===== src/rtl/ps2_pkg.sv =====
// Shared definitions for the PS/2 receive path: frame FSM states, prefix and
// system-byte codes, and frame geometry.
package ps2_pkg;

  typedef enum logic [1:0] {
    IDLE   = 2'd0,
    DATA   = 2'd1,
    PARITY = 2'd2,
    STOP   = 2'd3
  } ps2_state_e;

  localparam logic [7:0] PS2_EXT = 8'hE0;
  localparam logic [7:0] PS2_BRK = 8'hF0;

  // Keyboard-to-host status bytes that never form a key event
  localparam logic [7:0] PS2_SYS_BAT    = 8'hAA;
  localparam logic [7:0] PS2_SYS_ACK    = 8'hFA;
  localparam logic [7:0] PS2_SYS_RESEND = 8'hFE;
  localparam logic [7:0] PS2_SYS_ECHO   = 8'hEE;
  localparam logic [7:0] PS2_SYS_ERR0   = 8'h00;
  localparam logic [7:0] PS2_SYS_ERR1   = 8'hFF;

  // start + data + parity + stop
  localparam int PS2_FRAME_LEN = 11;
  localparam int PS2_DATA_BITS = PS2_FRAME_LEN - 3;

  function automatic logic ps2_is_sys(input logic [7:0] b);
    return (b == PS2_SYS_BAT)    || (b == PS2_SYS_ACK)  ||
           (b == PS2_SYS_RESEND) || (b == PS2_SYS_ECHO) ||
           (b == PS2_SYS_ERR0)   || (b == PS2_SYS_ERR1);
  endfunction

endpackage


===== src/rtl/ps2_sync_edge.sv =====
// Brings the asynchronous PS/2 clock and data lines into the clk domain and
// flags the falling edge of the keyboard clock. Flops reset high to match the
// idle level of the open-collector bus, so releasing reset never fakes an edge.
module ps2_sync_edge #(
  parameter int SYNC_STAGES = 2
) (
  input  logic clk,
  input  logic rst_n,
  input  logic ps2_clk_i,
  input  logic ps2_dat_i,
  output logic ps2_dat_o,
  output logic fall_o
);

  logic [SYNC_STAGES-1:0] clk_sync_q;
  logic [SYNC_STAGES-1:0] dat_sync_q;
  logic                   clk_prev_q;

  // Synchroniser chains plus one history flop on the clock line
  always_ff @(posedge clk or negedge rst_n) begin
    if (!rst_n) begin
      clk_sync_q <= '1;
      dat_sync_q <= '1;
      clk_prev_q <= 1'b1;
    end else begin
      clk_sync_q <= {clk_sync_q[SYNC_STAGES-2:0], ps2_clk_i};
      dat_sync_q <= {dat_sync_q[SYNC_STAGES-2:0], ps2_dat_i};
      clk_prev_q <= clk_sync_q[SYNC_STAGES-1];
    end
  end

  assign ps2_dat_o = dat_sync_q[SYNC_STAGES-1];
  assign fall_o    = clk_prev_q & ~clk_sync_q[SYNC_STAGES-1];

endmodule


===== src/rtl/ps2_rx_ctrl.sv =====
// PS/2 keyboard receive controller: frames 11-bit packets, exposes every good
// byte on a raw tap, and folds E0/F0 prefixes into single key events.
// Optional watchdog abort of stalled frames: define PS2_TIMEOUT_EN.
module ps2_rx_ctrl
  import ps2_pkg::*;
#(
  parameter int SYNC_STAGES    = 2,
  parameter int TIMEOUT_CYCLES = 50000
) (
  input  logic       clk,
  input  logic       rst_n,
  input  logic       PS2_CLK,
  input  logic       PS2_DAT,
  output logic [7:0] rx_byte,
  output logic       rx_byte_valid,
  output logic [7:0] key_code,
  output logic       key_ext,
  output logic       key_release,
  output logic       key_valid,
  output logic       frame_err
);

  logic       dat_s, fall;
  ps2_state_e state_q, state_d;
  logic [2:0] bit_cnt_q, bit_cnt_d;
  logic [7:0] shift_q, shift_d;
  logic       par_q, par_d;
  logic       ext_q, ext_d, brk_q, brk_d;
  logic [7:0] rx_byte_q, rx_byte_d, key_code_q, key_code_d;
  logic       rx_valid_q, rx_valid_d, key_valid_q, key_valid_d;
  logic       key_ext_q, key_ext_d, key_rel_q, key_rel_d;
  logic       frame_err_q, frame_err_d;
  logic       frame_ok, timeout;

  ps2_sync_edge #(.SYNC_STAGES(SYNC_STAGES)) u_sync (
    .clk       (clk),
    .rst_n     (rst_n),
    .ps2_clk_i (PS2_CLK),
    .ps2_dat_i (PS2_DAT),
    .ps2_dat_o (dat_s),
    .fall_o    (fall)
  );

  // Stop bit high and odd ones-count over data plus parity
  assign frame_ok = dat_s & (^{shift_q, par_q});

`ifdef PS2_TIMEOUT_EN
  localparam int WDT_W = $clog2(TIMEOUT_CYCLES);
  logic [WDT_W-1:0] wdt_q;

  // Watchdog counts idle clk cycles while a frame is in progress
  always_ff @(posedge clk or negedge rst_n) begin
    if (!rst_n)                                 wdt_q <= '0;
    else if (state_q == IDLE || fall || timeout) wdt_q <= '0;
    else                                        wdt_q <= wdt_q + 1'b1;
  end

  assign timeout = (state_q != IDLE) && (wdt_q == WDT_W'(TIMEOUT_CYCLES - 1));
`else
  assign timeout = 1'b0;
`endif

  // State and datapath registers
  always_ff @(posedge clk or negedge rst_n) begin
    if (!rst_n) begin
      state_q     <= IDLE;
      bit_cnt_q   <= '0;
      shift_q     <= '0;
      par_q       <= 1'b0;
      ext_q       <= 1'b0;
      brk_q       <= 1'b0;
      rx_byte_q   <= '0;
      rx_valid_q  <= 1'b0;
      key_code_q  <= '0;
      key_ext_q   <= 1'b0;
      key_rel_q   <= 1'b0;
      key_valid_q <= 1'b0;
      frame_err_q <= 1'b0;
    end else begin
      state_q     <= state_d;
      bit_cnt_q   <= bit_cnt_d;
      shift_q     <= shift_d;
      par_q       <= par_d;
      ext_q       <= ext_d;
      brk_q       <= brk_d;
      rx_byte_q   <= rx_byte_d;
      rx_valid_q  <= rx_valid_d;
      key_code_q  <= key_code_d;
      key_ext_q   <= key_ext_d;
      key_rel_q   <= key_rel_d;
      key_valid_q <= key_valid_d;
      frame_err_q <= frame_err_d;
    end
  end

  // Frame FSM and prefix sequencer; everything advances on a clock fall
  always_comb begin
    state_d     = state_q;
    bit_cnt_d   = bit_cnt_q;
    shift_d     = shift_q;
    par_d       = par_q;
    ext_d       = ext_q;
    brk_d       = brk_q;
    rx_byte_d   = rx_byte_q;
    rx_valid_d  = 1'b0;
    key_code_d  = key_code_q;
    key_ext_d   = key_ext_q;
    key_rel_d   = key_rel_q;
    key_valid_d = 1'b0;
    frame_err_d = 1'b0;

    if (timeout) begin
      // a fall coinciding with the abort is deliberately dropped
      state_d     = IDLE;
      frame_err_d = 1'b1;
      ext_d       = 1'b0;
      brk_d       = 1'b0;
    end else if (fall) begin
      case (state_q)
        IDLE: begin
          if (!dat_s) begin
            state_d   = DATA;
            bit_cnt_d = '0;
          end
        end
        DATA: begin
          shift_d   = {dat_s, shift_q[7:1]};
          bit_cnt_d = bit_cnt_q + 3'd1;
          if (bit_cnt_q == 3'(PS2_DATA_BITS - 1)) state_d = PARITY;
        end
        PARITY: begin
          par_d   = dat_s;
          state_d = STOP;
        end
        STOP: begin
          state_d = IDLE;
          if (frame_ok) begin
            rx_byte_d  = shift_q;
            rx_valid_d = 1'b1;
            if (shift_q == PS2_EXT) begin
              ext_d = 1'b1;
            end else if (shift_q == PS2_BRK) begin
              brk_d = 1'b1;
            end else begin
              ext_d = 1'b0;
              brk_d = 1'b0;
              if (!ps2_is_sys(shift_q)) begin
                key_code_d  = shift_q;
                key_ext_d   = ext_q;
                key_rel_d   = brk_q;
                key_valid_d = 1'b1;
              end
            end
          end else begin
            frame_err_d = 1'b1;
            ext_d       = 1'b0;
            brk_d       = 1'b0;
          end
        end
        default: state_d = IDLE;
      endcase
    end
  end

  assign rx_byte       = rx_byte_q;
  assign rx_byte_valid = rx_valid_q;
  assign key_code      = key_code_q;
  assign key_ext       = key_ext_q;
  assign key_release   = key_rel_q;
  assign key_valid     = key_valid_q;
  assign frame_err     = frame_err_q;

endmodule

===== config.mk =====
export PLATFORM = sky130hd
export DESIGN_NAME = ps2_rx_ctrl
export DESIGN_NICKNAME = d
export VERILOG_FILES = /design/src/rtl/ps2_pkg.sv /design/src/rtl/ps2_sync_edge.sv /design/src/rtl/ps2_rx_ctrl.sv
export SDC_FILE = /design/constraint.sdc
export NUM_CORES = 1
export LEC_CHECK = 0
export ABC_CLOCK_PERIOD_IN_PS = 4800
export BUFFER_PORTS_ARGS = -buffer_cell sky130_fd_sc_hd__buf_2
export CAP_MARGIN = 20
export CORE_MARGIN = 2
export CORE_UTILIZATION = 44
export CTS_CLUSTER_SIZE = 28
export DETAILED_ROUTE_END_ITERATION = 6
export PLACE_DENSITY = 0.63
export SYNTH_ARGS = -nofsm -noshare
export SYNTH_HDL_FRONTEND = slang
export SYNTH_SLANG_ARGS = --single-unit

===== constraint.sdc =====
create_clock -name clk -period 4.8 [get_ports clk]
set_input_delay 0.96 -clock clk [delete_from_list [all_inputs] [get_ports clk]]
set_output_delay 0.96 -clock clk [all_outputs]
set_load 0.01 [all_outputs]

After elaboration in Yosys (flattened, before gate mapping) --
Cells that the tools add are included.
Word-level totals: bits in registers 42, input bits 4, output and inout bits 21, logic and storage cells 78
Cells by class: add/sub/neg operators 1, equal/unequal tests 15, multiplexer cells 23, bitwise operators 6, reductions and logical operators 17
Operators with widths (count):
- equality test 8 bit, second input constant | 7
- 2-to-1 mux 1 bit | 18
- AND reduction 3 bit | 5
- XOR reduction 9 bit | 1
- zero test 8 bit | 1
- one-hot mux 2 bit (4 select lines) | 1
- inequality test 2 bit, second input constant | 3
- one-hot mux 3 bit (2 select lines) | 1
- AND reduction 6 bit | 1
- logical OR 1 bit | 5
- equality test 2 bit, second input constant | 2
- 2-to-1 mux 2 bit | 2
- inverter 1 bit | 4
- AND reduction 2 bit | 2
- adder 3 x 1 -> 3 bit, second input constant | 1
- equality test 3 bit, second input constant | 1
- 2-to-1 mux 3 bit | 1
- inequality test 3 bit, second input constant | 1
- AND 1 bit | 2
- equality test 2 x 1 -> 1 bit, second input constant | 1
- zero test 2 bit | 1
- nonzero test 2 bit | 1

Longest topological paths before layout --
Gate-level depths: netlist (run 1).
word-level depth 12, gate-level depth with buffers 7, depth with buffers taken out 6

By module --
Synthesis (run 1) repeated with hierarchy kept, for this count alone.
Second synthesis, totals: cells, all modules 127, area total of the unflattened synthesis 1851.8 um2
By module, submodules not included:
- ps2_rx_ctrl | times used 1, cells an instance 121, area an instance 1706.6 um2, sequential area each 925.9 um2
- ps2_sync_edge | times used 1, cells an instance 6, area an instance 145.1 um2, sequential area each 131.4 um2

Worst setup path after synthesis (run 1) --
No wires, ideal clock.
path kind register to register, start point reg shift_q[2], end point reg key_code_q[1] (netlist: key_code[1]), library setup time 125 ps, data arrival time 1890 ps, required time 4675 ps, path slack 2785 ps, cell stages (with the launch flop) 8, buffers on the path 2, period minus slack after synthesis 2015 ps, path through dfrtp_1 > buf_2 > xor2_1 > xnor3_1 > xnor2_2 > nand4b_2 > buf_6 > mux2_4
Between the ends: word-level cells in the longest chain between the ends 8, elaborated cells on any way between the ends 19, classes of those cells eq/ne (7); bitwise (4); reduce/logical (8)
RTL lines:
- start, declared | line ps2_rx_ctrl.sv:26 | logic [7:0] shift_q, shift_d;
- start signal, assigned | line ps2_rx_ctrl.sv:82 | shift_q <= shift_d;
- equality test 8 bit | line ps2_pkg.sv:28 | return (b == PS2_SYS_BAT) || (b == PS2_SYS_ACK) ||
- logical OR 1 bit (2 in a row) | line ps2_pkg.sv:28
- logical OR 1 bit (2 in a row) | line ps2_pkg.sv:29 | (b == PS2_SYS_RESEND) || (b == PS2_SYS_ECHO) ||
- logical OR 1 bit | line ps2_pkg.sv:30 | (b == PS2_SYS_ERR0) || (b == PS2_SYS_ERR1);
- inverter 1 bit (no line)
- AND reduction 6 bit (no line) *
- end signal, assigned | line ps2_rx_ctrl.sv:88 | key_code_q <= key_code_d;
- end, declared | line ps2_rx_ctrl.sv:29 | logic [7:0] rx_byte_q, rx_byte_d, key_code_q, key_code_d;
Every way passes the cells marked *; elsewhere a longest branch is shown, timed or not. A chain may end at the register's enable or synchronous reset.

Worst setup path in the final report (run 1) --
start point reg shift_q[2], end point reg key_ext_q (netlist: key_ext)
Between the ends: word-level cells in the longest chain between the ends 8, elaborated cells on any way between the ends 19, classes of those cells eq/ne (7); bitwise (4); reduce/logical (8)
RTL lines:
- equality test 8 bit | line ps2_pkg.sv:28
- logical OR 1 bit (2 in a row) | line ps2_pkg.sv:28
- logical OR 1 bit (2 in a row) | line ps2_pkg.sv:29
- logical OR 1 bit | line ps2_pkg.sv:30
- inverter 1 bit (no line)
- AND reduction 6 bit (no line) *
- end signal, assigned | line ps2_rx_ctrl.sv:89 | key_ext_q <= key_ext_d;
- end, declared | line ps2_rx_ctrl.sv:31 | logic key_ext_q, key_ext_d, key_rel_q, key_rel_d;
Marks and branches as above.

==> results of run 1 <==
-- area by class of cell --
type	instances	area, µm²
multi-input cells	75	709
well taps	50	62.6
fillers	358	1920
repair buffers	24	120
flip-flops and latches	42	1060
inverters	5	18.8
clock buffers	8	110
-- sequential cells by signal, indices dropped and copies added (netlist names) --
register,flops
bit_cnt_q,3
key_valid,1
rx_byte,8
shift_q,8
u_sync.clk_prev_q,1
rx_byte_valid,1
state_q,2
par_q,1
key_code,8
ext_q,1
brk_q,1
key_release,1
frame_err,1
key_ext,1
u_sync.clk_sync_q,2
u_sync.dat_sync_q,2
-- worst paths after layout --
path | slack, ns | depth (start not counted) | endpoint | from
setup / recovery | 2.38 | 5 | key_ext | shift_q[2]
max in group asynchronous | 3.46 | 1 | shift_q[3] | rst_n
hold / removal | 0.36 | 0 | u_sync.dat_sync_q[1] | u_sync.dat_sync_q[0]
setup reg to reg | 2.38 | 5 | key_ext | shift_q[2]
min in group asynchronous | 0.79 | 1 | key_valid | rst_n
hold reg to reg | 0.36 | 0 | u_sync.dat_sync_q[1] | u_sync.dat_sync_q[0]
-- cells in the final DEF, fill, tap and decap left out, drive strengths merged --
master | netlist | layout
nand4 | 1 | 1
a21boi | 1 | 1
nand2 | 6 | 6
and2 | 1 | 1
dfstp | 5 | 5
a32o | 2 | 2
a41oi | 1 | 1
nor3 | 1 | 1
buf | 4 | 24
mux2 | 28 | 28
ha | 6 | 6
o21ai | 4 | 4
a211o | 1 | 1
clkbuf | 2 | 8
nor2b | 1 | 1
xor2 | 1 | 1
inv | 5 | 5
dfrtp | 37 | 37
xnor2 | 6 | 6
nand4b | 1 | 1
nand3 | 2 | 2
nor2 | 5 | 5
nor4 | 2 | 2
and3 | 1 | 1
a21oi | 3 | 3
xnor3 | 1 | 1
-- power groups by stage --
stage	Combinational [mW]	Clock (mW)	Sequential (mW)
2_1_floorplan	0.432	0	0.558
4_1_cts	0.521	0.268	0.586
3_3_place_gp	0.501	0	0.586
3_5_place_dp	0.521	0	0.592
5_1_grt	0.565	0.283	0.609
6_report	0.515	0.256	0.586
-- metrics by stage --
step           instance area, µm²  util, %  hold WS, ns  setup WS [ns]  std cells
2_1_floorplan                1820        -        0.345           2.79        128
3_3_place_gp                 1970     49.2        0.346           2.46        196
3_5_place_dp                 1970     49.2        0.347           2.40        196
4_1_cts                      2080     52.0        0.358           2.39        204
5_1_grt                      2080     52.0        0.363           2.24        204
6_report                     2080     52.0        0.357           2.38        204
-- cell families (layout without fill, tap and decap cells) --
family / after synthesis / after routing / synth area share (%)
xor+xnor: 8 / 8 / 5.02
simple gates: 21 / 21 / 6.26
mux: 28 / 28 / 19.2
fa+ha+maj: 6 / 6 / 4.13
compound gates: 12 / 12 / 4.40
buf+inv: 11 / 37 / 2.82
flops: 42 / 42 / 58.2
-- cells in the mapped netlist, drive strengths merged --
| master | count | area share, % |
|---|---|---|
| mux2 | 28 | 19 |
| xnor3 | 1 | 1.2 |
| a32o | 2 | 1.1 |
| xor2 | 1 | 0.48 |
| a21oi | 3 | 0.83 |
| o21ai | 4 | 1.1 |
| inv | 5 | 1.0 |
| nor4 | 2 | 0.69 |
| xnor2 | 6 | 3.3 |
| nand4 | 1 | 0.34 |
| dfrtp | 37 | 51 |
| dfstp | 5 | 7.2 |
| nand2 | 6 | 1.2 |
| nor2b | 1 | 0.34 |
| ha | 6 | 4.1 |
| nand4b | 1 | 0.83 |
| a211o | 1 | 0.48 |
| and2 | 1 | 0.34 |
| a21boi | 1 | 0.41 |
| nor2 | 5 | 1.0 |
| nor3 | 1 | 0.28 |
| and3 | 1 | 0.34 |
| nand3 | 2 | 0.83 |
| clkbuf | 2 | 0.41 |
| buf | 4 | 1.4 |
| a41oi | 1 | 0.48 |
-- critical path, stage by stage (launching register included) --
cell and delay, ns:
dfrtp_1 0.48, xor2_1 0.20, xnor3_1 0.46, xnor2_2 0.25, nand4b_2 0.47, mux2_4 0.45
-- per-layer routing --
| layer | up-vias | global-route usage [%] |
|---|---|---|
| met5 | - | 0 |
| met3 | 4 | 4.93 |
| li1 | 490 | - |
| met2 | 25 | 22.5 |
| met4 | 0 | 8.25 |
| met1 | 519 | 18.1 |
==> flow_summary.toml, run 1 <==
[finish]
syn2layout_area_growth_pct = 14.3
drive_above_1_share_pct = 44.2
insertedDiodeCount = 0
nets = 163

[run_status]
outcome = "completed"

[timing]
finalMaxSlewViolations = 0
fmax_ghz = 0.413
finalWorstPathRequiredPeriod_ns = 2.42
hold_viol_final = 0
slew_headroom_pct = 40.9
clock-skew-final_ns = 0.00314
tightestPinTransition_ns = 0.887
fin_crit_sh_pct = 50.5
rsz0062_at_grt = "no"
setup-violations-final = 0
finalSetupTns_ns = 0

[clock_tree]
cts_max_level = 2
clock_path_buffers = 2
root_buffer = "clkbuf_8"
cts_tree = "yes"
insertion_delay_ns = 0.29
cts_inserted_buffers = 5
cts_hold_buf = 0
path_clk_slew_ns = 0.07
cts.sinks = 42
post_cts_buffers = 0
ctsResizeCount = 0

[floorplanning]
core_area_um2 = 4000
ioPinCount = 25
initial_core_util_pct = 45.4
dieArea_um2 = 4660
dieHeight_um = 68.3
dieWidth_um = 68.3
rows = 23

[route]
wl_per_cell_um = 14.0
ant_nets = 0
met2_wirelength_mm = 1.40
wl_mm = 2.87
wl_met3_um = 124
route.top_layer_used = "met4"
drt-vias-per-instance = 5.09
wirelength_met1_mm = 1.29
num_vias = 1038
drcViolationCount = 0
dr.pass1.iters = 4
drt_iter0_drc = 34

[power]
vdd_drop_max_uv = 234
internal_power_mw = 0.897
power.share.clock_pct = 18.9
swShare_pct = 33.9
p_seq_share_pct = 43.2
pwr_density_cell_nw_per_um2 = 653
p_leak_nw = 1.09
p_total_mw = 1.36
p_sw_mw = 0.460
combPwrFrac_pct = 38.0

[setup_path]
cp.required_ns = 4.97
worstPathMaxFanout = 11
cp-end-kind = "flop"
cp-start-kind = "flop"
criticalPathCategory = "reg2reg"
arrival_ns = 2.60

[placement]
hpwl_mm = 2.00
io_buffers = 24
gp_congestion = 0.725

[global_routing]
grt_pass1_vias = 997
grt_max_degree = 43
antenna_found_initial = 0
grt-ovfl-total = 0
grt_pass1_wl_mm = 4.76
grt_usage_pct = 14.7

[yosys]
ys_warn_count = 0
netlist_area_um2 = 1820
syn_area_per_cell_um2 = 14.2
ys_ff_latch = 42
synth-seq-area-share_pct = 58.2
syn-instance-count = 128
synth_nets = 138
synth_cell_type_count = 31

[job]
maxCapViolations = 0

[worst_hold_path]
min_path_type = "reg2reg"
Note: power is estimated with default switching activity, not from simulation.
==> inputs of run 2 (changes only) <==
--- a/config.mk
+++ b/config.mk
@@ -5,7 +5,7 @@
 export SDC_FILE = /design/constraint.sdc
 export NUM_CORES = 1
 export LEC_CHECK = 0
-export ABC_CLOCK_PERIOD_IN_PS = 4800
+export ABC_CLOCK_PERIOD_IN_PS = 2400
 export BUFFER_PORTS_ARGS = -buffer_cell sky130_fd_sc_hd__buf_2
 export CAP_MARGIN = 20
 export CORE_MARGIN = 2
==> constraint.sdc (replaced) <==
create_clock -name clk -period 2.4 [get_ports clk]
set_input_delay 0.48 -clock clk [delete_from_list [all_inputs] [get_ports clk]]
set_output_delay 0.48 -clock clk [all_outputs]
set_load 0.01 [all_outputs]
==> run 2 against run 1 <==
Clock skew rose by 0.0053 ns. Combinational power increased by 120%. Design area increased by 0.54%. Core utilization is 0.28 points higher. Non-clock buffer count rose by 4. Critical path depth rose by 1. Wire length increased by 9.0%. Register-to-register slack got worse by 2.2 ns. Clock power increased by 79%. Sequential power up 93%. Global-route usage increased by 0.60 points. Critical path type unchanged.
==> flow_summary.toml, run 2 (synthesis gave the netlist of run 1 again) <==
[run_status]
outcome = "completed"

[route]
wl_per_cell_um = 15.0
drt_iter0_drc = 41
wl_mm = 3.13
drcViolationCount = 0
ant_nets = 0
drt-vias-per-instance = 5.07
num_vias = 1055
dr.pass1.iters = 4

[finish]
layout_common_cells = "dfrtp_1, buf_2, mux2_2"
insertedDiodeCount = 0
num-fill-cells = 360
final_common_cell = "dfrtp_1"
drive_above_1_share_pct = 44.9
design_area_um2 = 2090
syn2layout_area_growth_pct = 14.9
nets = 167

[timing]
finalWorstPathRequiredPeriod_ns = 2.18
rsz0062_at_grt = "no"
fin_ws_ns = 0.219
slew_headroom_pct = 37.9
tightestPinTransition_ns = 0.932
hold_viol_final = 0
fin_crit_sh_pct = 90.9
setup-violations-final = 0
holdWs_ns = 0.284
clock-skew-final_ns = 0.00846
fmax_ghz = 0.459
finalSetupTns_ns = 0
finalMaxSlewViolations = 0

[setup_path]
criticalPathCategory = "reg2reg"
startpoint = "shift_q[3]"
arrival_ns = 2.35
cp-start-kind = "flop"
r2r_start = "shift_q[3]"
cp-end-kind = "flop"
path_cells = "xor2_1 -> xnor3_1 -> xnor2_2 -> nand4b_2 -> buf_4 -> mux2_4"
slowest_stage = "dfrtp_1"
cp.required_ns = 2.57
slowest_delay_ns = 0.47
worstPathMaxFanout = 9

[global_routing]
antenna_found_initial = 0
grt_max_degree = 43
grt_pass1_vias = 1073
grt_usage_pct = 15.3
grt-ovfl-total = 0
grt_pass1_wl_mm = 5.12

[clock_tree]
cts_max_level = 2
path_clk_slew_ns = 0.08
cts_tree = "yes"
clock_path_buffers = 2
insertion_delay_ns = 0.29
ctsResizeCount = 0
cts_hold_buf = 0
post_cts_buffers = 0
cts.sinks = 42
cts_inserted_buffers = 5
root_buffer = "clkbuf_8"

[power]
pwr_density_cell_nw_per_um2 = 1290
vdd_drop_max_uv = 555
p_leak_nw = 1.10
p_total_mw = 2.70

[worst_hold_path]
min_path_type = "in2reg"
hp-start = "PS2_CLK"

[floorplanning]
dieHeight_um = 68.3
dieArea_um2 = 4660
initial_core_util_pct = 45.4
ioPinCount = 25
rows = 23
core_area_um2 = 4000
dieWidth_um = 68.3

[placement]
pre_cts_ws_ns = 0.240
io_buffers = 24
gp_congestion = 0.725
hpwl_mm = 2.17
placed_area_um2 = 2000

[job]
maxCapViolations = 0
run 2: through the flow:
stage,std cells,utilization [%]
final,208,52.2
after global routing,208,52.2
after CTS,208,52.2
after detailed placement,200,50.0
after global placement,200,50.0
after floorplan,128,-
run 2: final cells by class:
class / instances / area (µm²) / area share (%)
Clock buffer: 7 / 86.3 / 4.13
Clock inverter: 1 / 5.00 / 0.240
Inverter: 5 / 18.8 / 0.898
Multi-Input combinational cell: 75 / 709 / 34.0
Sequential cell: 42 / 1060 / 50.6
Tap cell: 50 / 62.6 / 2.99
Timing Repair Buffer: 28 / 150 / 7.19
run 2: per-layer routing:
metal  track usage [%]  part of all wire (%)  vias to the layer above
li1                  -                     -                      497
met1              20.0                    45                      530
met2              24.2                    49                       21
met3              3.95                   3.4                        7
met4              6.00                   1.7                        0
met5                 0                     0                        -
run 2: final timing paths:
kind                                         to  slack, ns  cells past startpoint
setup reg to reg                    key_code[4]       0.22                      6
setup / recovery                    key_code[4]       0.22                      6
min in group asynchronous           key_code[6]       0.33                      1
hold / removal             u_sync.clk_sync_q[0]       0.28                      1
hold reg to reg            u_sync.dat_sync_q[1]       0.36                      0
max in group asynchronous            rx_byte[1]       1.49                      1
run 2: power breakdown:
group | switching [mW] | internal [mW] | leakage (nW)
Combinational | 0.514 | 0.598 | 0.512
Clock | 0.227 | 0.232 | 0.0482
Sequential | 0.193 | 0.940 | 0.544
Total | 0.934 | 1.77 | 1.10
run 2: critical path, delay by kind of cell, from the launching register on:
kind | cells | cell delay (ns)
multiplexers | 1 | 0.30
XOR/XNOR | 3 | 0.86
flip-flops | 1 | 0.47
AND/OR/NAND/NOR | 1 | 0.19
buffers and inverters | 1 | 0.23
